**src/rtl/sipo_framed_if.sv**
```systemverilog
// Handshake bundle between the serial front end and the sipo_framed deserialiser.
interface sipo_framed_if #(
  parameter int SIZE = 8
);
  logic            data_in;
  logic            en_in;
  logic            sync_in;
  logic            ready_in;
  logic [SIZE-1:0] data_out;
  logic            valid_out;
  logic            busy_out;
  logic            overrun_out;
  logic            parity_err_out;

  modport master (
    output data_in, en_in, sync_in, ready_in,
    input  data_out, valid_out, busy_out, overrun_out, parity_err_out
  );

  modport slave (
    input  data_in, en_in, sync_in, ready_in,
    output data_out, valid_out, busy_out, overrun_out, parity_err_out
  );
endinterface

```
**src/rtl/sipo_framed.sv**
```systemverilog
// Serial-to-parallel frame assembler with held output word, valid/ready handshake and sticky overrun.
// Optional trailing parity bit per frame is enabled by defining SIPO_PARITY_EN.
module sipo_framed #(
  parameter int SIZE       = 8,
  parameter int MSB_FIRST  = 1,
  parameter int PARITY_ODD = 0
) (
  input logic         clk_in,
  input logic         rst_n_in,
  sipo_framed_if.slave bus
);

`ifdef SIPO_PARITY_EN
  localparam int FRAME = SIZE + 1;
`else
  localparam int FRAME = SIZE;
`endif
  localparam int CNT_W = $clog2(FRAME);

  function automatic logic parity_err(input logic [SIZE:0] v);
    return (^v) != (PARITY_ODD != 0);
  endfunction

  logic [SIZE-1:0]  r_sh;
  logic [CNT_W-1:0] r_cnt;
  logic             r_busy;
  logic [SIZE-1:0]  r_data;
  logic             r_valid;
  logic             r_overrun;
  logic             r_perr;

  logic             w_take;
  logic             w_at_last;
  logic             w_done;
  logic             w_consume;
  logic             w_shift_en;
  logic [SIZE-1:0]  w_sh_next;
  logic [SIZE-1:0]  w_word;
  logic             w_perr;
  logic [CNT_W-1:0] w_cnt_next;

  // Sync outranks the bit strobe: a strobe in the sync cycle is dropped.
  assign w_take    = bus.en_in & ~bus.sync_in;
  assign w_at_last = (r_cnt == CNT_W'(FRAME - 1));
  assign w_done    = w_take & w_at_last;
  assign w_consume = r_valid & bus.ready_in;
  assign w_sh_next = (MSB_FIRST != 0) ? {r_sh[SIZE-2:0], bus.data_in}
                                      : {bus.data_in, r_sh[SIZE-1:1]};

`ifdef SIPO_PARITY_EN
  // The parity bit is the last one in; it is checked but never shifted into the word.
  assign w_word     = r_sh;
  assign w_perr     = parity_err({r_sh, bus.data_in});
  assign w_shift_en = w_take & ~w_at_last;
`else
  assign w_word     = w_sh_next;
  assign w_perr     = 1'b0;
  assign w_shift_en = w_take;
`endif

  always_comb begin
    w_cnt_next = r_cnt;
    if (bus.sync_in)
      w_cnt_next = '0;
    else if (bus.en_in)
      w_cnt_next = w_at_last ? '0 : r_cnt + 1'b1;
  end

  always_ff @(posedge clk_in) begin
    if (!rst_n_in) begin
      r_sh      <= '0;
      r_cnt     <= '0;
      r_busy    <= 1'b0;
      r_data    <= '0;
      r_valid   <= 1'b0;
      r_overrun <= 1'b0;
      r_perr    <= 1'b0;
    end else begin
      r_cnt  <= w_cnt_next;
      r_busy <= (w_cnt_next != '0);
      if (bus.sync_in)
        r_sh <= '0;
      else if (w_shift_en)
        r_sh <= w_sh_next;

      // A completing frame may replace the held word only if that word leaves this edge.
      if (w_done) begin
        if (!r_valid || w_consume) begin
          r_data  <= w_word;
          r_perr  <= w_perr;
          r_valid <= 1'b1;
        end else begin
          r_overrun <= 1'b1;
        end
      end else if (w_consume) begin
        r_valid <= 1'b0;
      end
    end
  end

  assign bus.data_out       = r_data;
  assign bus.valid_out      = r_valid;
  assign bus.busy_out       = r_busy;
  assign bus.overrun_out    = r_overrun;
  assign bus.parity_err_out = r_perr;

endmodule

```
**src/flat_wrapper.sv**
```systemverilog
// flat-port wrapper written by rule: the top's interface ports become plain ports
module sipo_framed_flat 
#(
  parameter int SIZE       = 8,
  parameter int MSB_FIRST  = 1,
  parameter int PARITY_ODD = 0
)
  (clk_in, rst_n_in, bus_data_in, bus_en_in, bus_sync_in, bus_ready_in, bus_data_out, bus_valid_out, bus_busy_out, bus_overrun_out, bus_parity_err_out);
  sipo_framed_if #(.SIZE(SIZE)) bus_i ();
  input logic clk_in;
  input logic rst_n_in;
  input wire logic [$bits(bus_i.data_in)-1:0] bus_data_in;
  input wire logic [$bits(bus_i.en_in)-1:0] bus_en_in;
  input wire logic [$bits(bus_i.sync_in)-1:0] bus_sync_in;
  input wire logic [$bits(bus_i.ready_in)-1:0] bus_ready_in;
  output wire logic [$bits(bus_i.data_out)-1:0] bus_data_out;
  output wire logic [$bits(bus_i.valid_out)-1:0] bus_valid_out;
  output wire logic [$bits(bus_i.busy_out)-1:0] bus_busy_out;
  output wire logic [$bits(bus_i.overrun_out)-1:0] bus_overrun_out;
  output wire logic [$bits(bus_i.parity_err_out)-1:0] bus_parity_err_out;
  assign bus_i.data_in = bus_data_in;
  assign bus_i.en_in = bus_en_in;
  assign bus_i.sync_in = bus_sync_in;
  assign bus_i.ready_in = bus_ready_in;
  assign bus_data_out = bus_i.data_out;
  assign bus_valid_out = bus_i.valid_out;
  assign bus_busy_out = bus_i.busy_out;
  assign bus_overrun_out = bus_i.overrun_out;
  assign bus_parity_err_out = bus_i.parity_err_out;
  sipo_framed #(.SIZE(SIZE), .MSB_FIRST(MSB_FIRST), .PARITY_ODD(PARITY_ODD)) u_core (.clk_in(clk_in), .rst_n_in(rst_n_in), .bus(bus_i));
endmodule
```
**config.mk**
```make
export PLATFORM = sky130hd
export DESIGN_NAME = sipo_framed_flat
export DESIGN_NICKNAME = d
export VERILOG_FILES = /design/src/rtl/sipo_framed_if.sv /design/src/rtl/sipo_framed.sv /design/src/flat_wrapper.sv
export SDC_FILE = /design/constraint.sdc
export NUM_CORES = 1
export LEC_CHECK = 0
export CORE_MARGIN = 1.5
export CORE_UTILIZATION = 38
export CTS_CLUSTER_SIZE = 30
export DETAILED_ROUTE_END_ITERATION = 7
export PLACE_DENSITY = 0.62
export SYNTH_ARGS = -nofsm -noshare
export SYNTH_HDL_FRONTEND = slang
export SYNTH_SLANG_ARGS = --single-unit
export TNS_END_PERCENT = 20
```
**constraint.sdc**
```tcl
create_clock -name clk_in -period 1.9 [get_ports clk_in]
set_clock_uncertainty 0.05 [all_clocks]
set_input_delay 0.285 -clock clk_in [delete_from_list [all_inputs] [get_ports clk_in]]
set_output_delay 0.285 -clock clk_in [all_outputs]
set_load 0.01 [all_outputs]
```
==> results summary <==
STA classifies the critical path startpoint as a register. The number of I/O pins is 18. The part of the cycle the worst path needs came out at 0.8242. The leftover overflow at the end of global routing came out at 0. The total DRC errors in the routed layout is 0. The longest clock path from root to sink contains 2 buffers.

Synthesis instantiated 16 different standard cells from the library. Of the cells placed in the final design, the portion with a size suffix greater than 1 is 0.09000. The signed area change from the synthesized netlist to the final layout came out at 23.13%. The slowest stage of the critical path is the sky130_fd_sc_hd__clkdlybuf4s50_1 cell. The number of global-route vias before repair came out at 526.

The category of the most critical setup path is reg2out. The maximum fanout along the worst path is 2. The required time at the worst-slack endpoint is 1.56 ns. The finished layout holds 127 standard cells, fillers aside. The worst setup path is captured at a primary output. The post-cts resize count came out at 0. After synthesis the netlist holds a flip-flop and latch count of 21. The number of buffers inserted by post-CTS setup repair came out at 0. The number of nets with antenna violations after detailed routing came out at 0. The pre-CTS setup slack came out at 0.2736 ns. The detailed router placed 578 vias in this run. Among cell families on the critical path, the largest total delay comes from buffers and inverters.

The total routed wirelength is 1.313 mm. The net count after synthesis is 91. The HPWL after detailed placement is 975.6 µm. The final layout contains 109 nets.

The worst path arrival time came out at 1.23 ns. From left edge to right edge, the die measures 50.42 µm. The first global-routing pass estimated 2.283 mm of wire. The area used by multi-input combinational logic came out at 389.1 µm².

The average instance area after synthesis came out at 10.30 µm². The clock transition at the registers of the reported paths came out at 0.11 ns. The hold violation total from the final report is 0. The leakage component of the power came out at 0.4197 nW. Power spread over the standard cell area amounts to 666.1 nW/µm².

Walking the worst path, the cells encountered are clkdlybuf4s50_1. The number of clock sinks is 21. The site row count is 16. The netlist area before placement came out at 854.6 µm². TritonCTS built the clock tree. The die covers 2542 µm². The max-slew violation count was 0. The maximum number of pins on one net before global-route repair came out at 19. The upper clock frequency limit is 638.6 MHz.

0 antenna diodes ended up in the layout. Counting the fill cells in the layout gives 203. The final setup TNS is 0 ns. The number of search-and-repair iterations in the first detailed-routing pass is 3. The count of hold buffers inserted by post-cts repair is 0. The H-tree level count is 1. The cell sitting at the root of the clock tree is a sky130_fd_sc_hd__clkbuf_4. Setup repair after global routing left no endpoint under its margin. Routability-driven placement finished with a final weighted congestion of 0.7114.

The number of maximum-capacitance violations is 0. The sequential cell area came out at 420.4 µm². The average wire per cell in the routed design is 10.34 µm. The worst-case register-to-register setup slack came out at 0.40 ns. The number of port buffers is 16.

The chip height came out at 50.42 µm. The total of endpoints with negative setup slack in the final report is 0. The number of buffer and inverter instances along the worst setup path is 1. The routed via count divided by cell count is 4.551. The gate count of the mapped netlist is 83. The critical path's largest stage delay is 0.55 ns.

The total core area is 2042 µm². The total number of yosys warnings came out at 0. The number of cells in the design after placement is 123. For this configuration, the core starts out at a cell density of 0.4185. The largest voltage drop on the vdd net came out at 0.4088 mV. The sequential element share of the synthesized area came out at 0.4919. The path category of the worst min-delay check is reg2reg.

The number of violations reported at the end of detailed-routing iteration 0 came out at 2. The time the final worst path needs with I/O delays and setup is 1.566 ns. The clock latency on the worst-skew pair is 0.29 ns. The global-route usage over all layers is 0.1223. After layout, the worst setup slack is 0.3340 ns. The initial antenna violation count came to 0.

The run finished with clean final reports. The CTS buffer count came out at 3.
-- worst register-to-register path, cell delays in order (launching register included) --
cell,delay (ns)
sky130_fd_sc_hd__dfxtp_1,0.37
sky130_fd_sc_hd__ha_1,0.16
sky130_fd_sc_hd__ha_1,0.22
sky130_fd_sc_hd__nand3b_4,0.11
sky130_fd_sc_hd__nor2b_4,0.30
sky130_fd_sc_hd__mux2i_1,0.23
-- kinds of logic after synthesis --
kind of cell / Yosys count / share of synthesized area
compound gates: 3 / 0.02490
fa+ha+maj: 2 / 0.02928
buf+inv: 6 / 0.05270
flops: 21 / 0.4919
mux: 18 / 0.2108
other cells: 1 / 0.004388
simple gates: 32 / 0.1859
-- sequential cells by signal, indices dropped and copies added (netlist names) --
name,cells
u_core.r_sh,7
u_core.bus.overrun_out,1
u_core.bus.valid_out,1
u_core.bus.data_out,8
u_core.r_cnt,3
u_core.bus.busy_out,1
-- worst paths after layout --
path,to,depth (start not counted),startpoint
worst max-delay path,bus_valid_out,1,u_core.bus.valid_out
worst min-delay path,u_core.bus.data_out[5],2,u_core.bus.data_out[5]
worst max register to register,u_core.bus.data_out[2],5,u_core.r_cnt[0]
worst min register to register,u_core.bus.data_out[5],2,u_core.bus.data_out[5]
-- cells in the mapped netlist, drive strengths merged --
library cell | n | area [µm²]
dfxtp | 21 | 420.4
mux2i | 18 | 180.2
nand2 | 16 | 60.06
nor2 | 12 | 45.04
buf | 6 | 45.04
ha | 2 | 25.02
nand2b | 2 | 20.02
a21boi | 1 | 7.510
a31oi | 1 | 6.260
conb | 1 | 3.750
nand3b | 1 | 20.02
nor2b | 1 | 13.76
o21a | 1 | 7.510
-- per-stage QoR --
stage,total power [mW],cell area (µm²),util,hold WS (ns)
after detailed placement,0.5037,1026,0.5025,0.3976
after floorplan,0.4860,854.6,-,0.3771
final,0.7009,1052,0.5153,0.4121
after global routing,0.7406,1052,0.5153,0.4383
after global placement,0.5031,1026,0.5025,0.3961
after CTS,0.7126,1052,0.5153,0.4180
-- placed cells by master (no fill, tap or decap) --
cell type                         synthesis  final
sky130_fd_sc_hd__dfxtp_1                 21     21
sky130_fd_sc_hd__a31oi_1                  1      1
sky130_fd_sc_hd__nor2_1                  12     12
sky130_fd_sc_hd__nand2b_4                 1      1
sky130_fd_sc_hd__clkbuf_1                 0      1
sky130_fd_sc_hd__conb_1                   1      1
sky130_fd_sc_hd__a21boi_1                 1      1
sky130_fd_sc_hd__clkbuf_4                 0      3
sky130_fd_sc_hd__nand3b_4                 1      1
sky130_fd_sc_hd__clkdlybuf4s50_1          0     16
sky130_fd_sc_hd__nand2_1                 16     16
sky130_fd_sc_hd__buf_4                    1      3
sky130_fd_sc_hd__ha_1                     2      2
sky130_fd_sc_hd__o21a_1                   1      1
sky130_fd_sc_hd__nand2b_1                 1      1
sky130_fd_sc_hd__nor2b_4                  1      1
sky130_fd_sc_hd__mux2i_1                 18     18
-- where the power goes --
group | total (mW) | internal (mW) | switching, mW
combinational | 0.0475 | 0.0252 | 0.0223
sequential | 0.445 | 0.444 | 0.00183
clock | 0.208 | 0.0817 | 0.126
total | 0.701 | 0.550 | 0.151
-- layout make-up --
| type | count | share of cell area |
|---|---|---|
| clock buffer | 4 | 0.02497 |
| tap | 27 | 0.03210 |
| timing repair buffer | 19 | 0.1736 |
| multi-input combinational | 56 | 0.3698 |
| sequential | 21 | 0.3995 |
-- layer usage --
| layer | global-route usage | vias to the layer above | wire, µm |
|---|---|---|---|
| met1 | 0.1491 | 258 | 593 |
| met3 | 0.02679 | 4 | 47 |
| met2 | 0.1930 | 13 | 634 |
| met5 | 0 | - | 0 |
| met4 | 0.08108 | 0 | 38 |
| li1 | - | 303 | - |
Note: power is estimated with default switching activity, not from simulation.
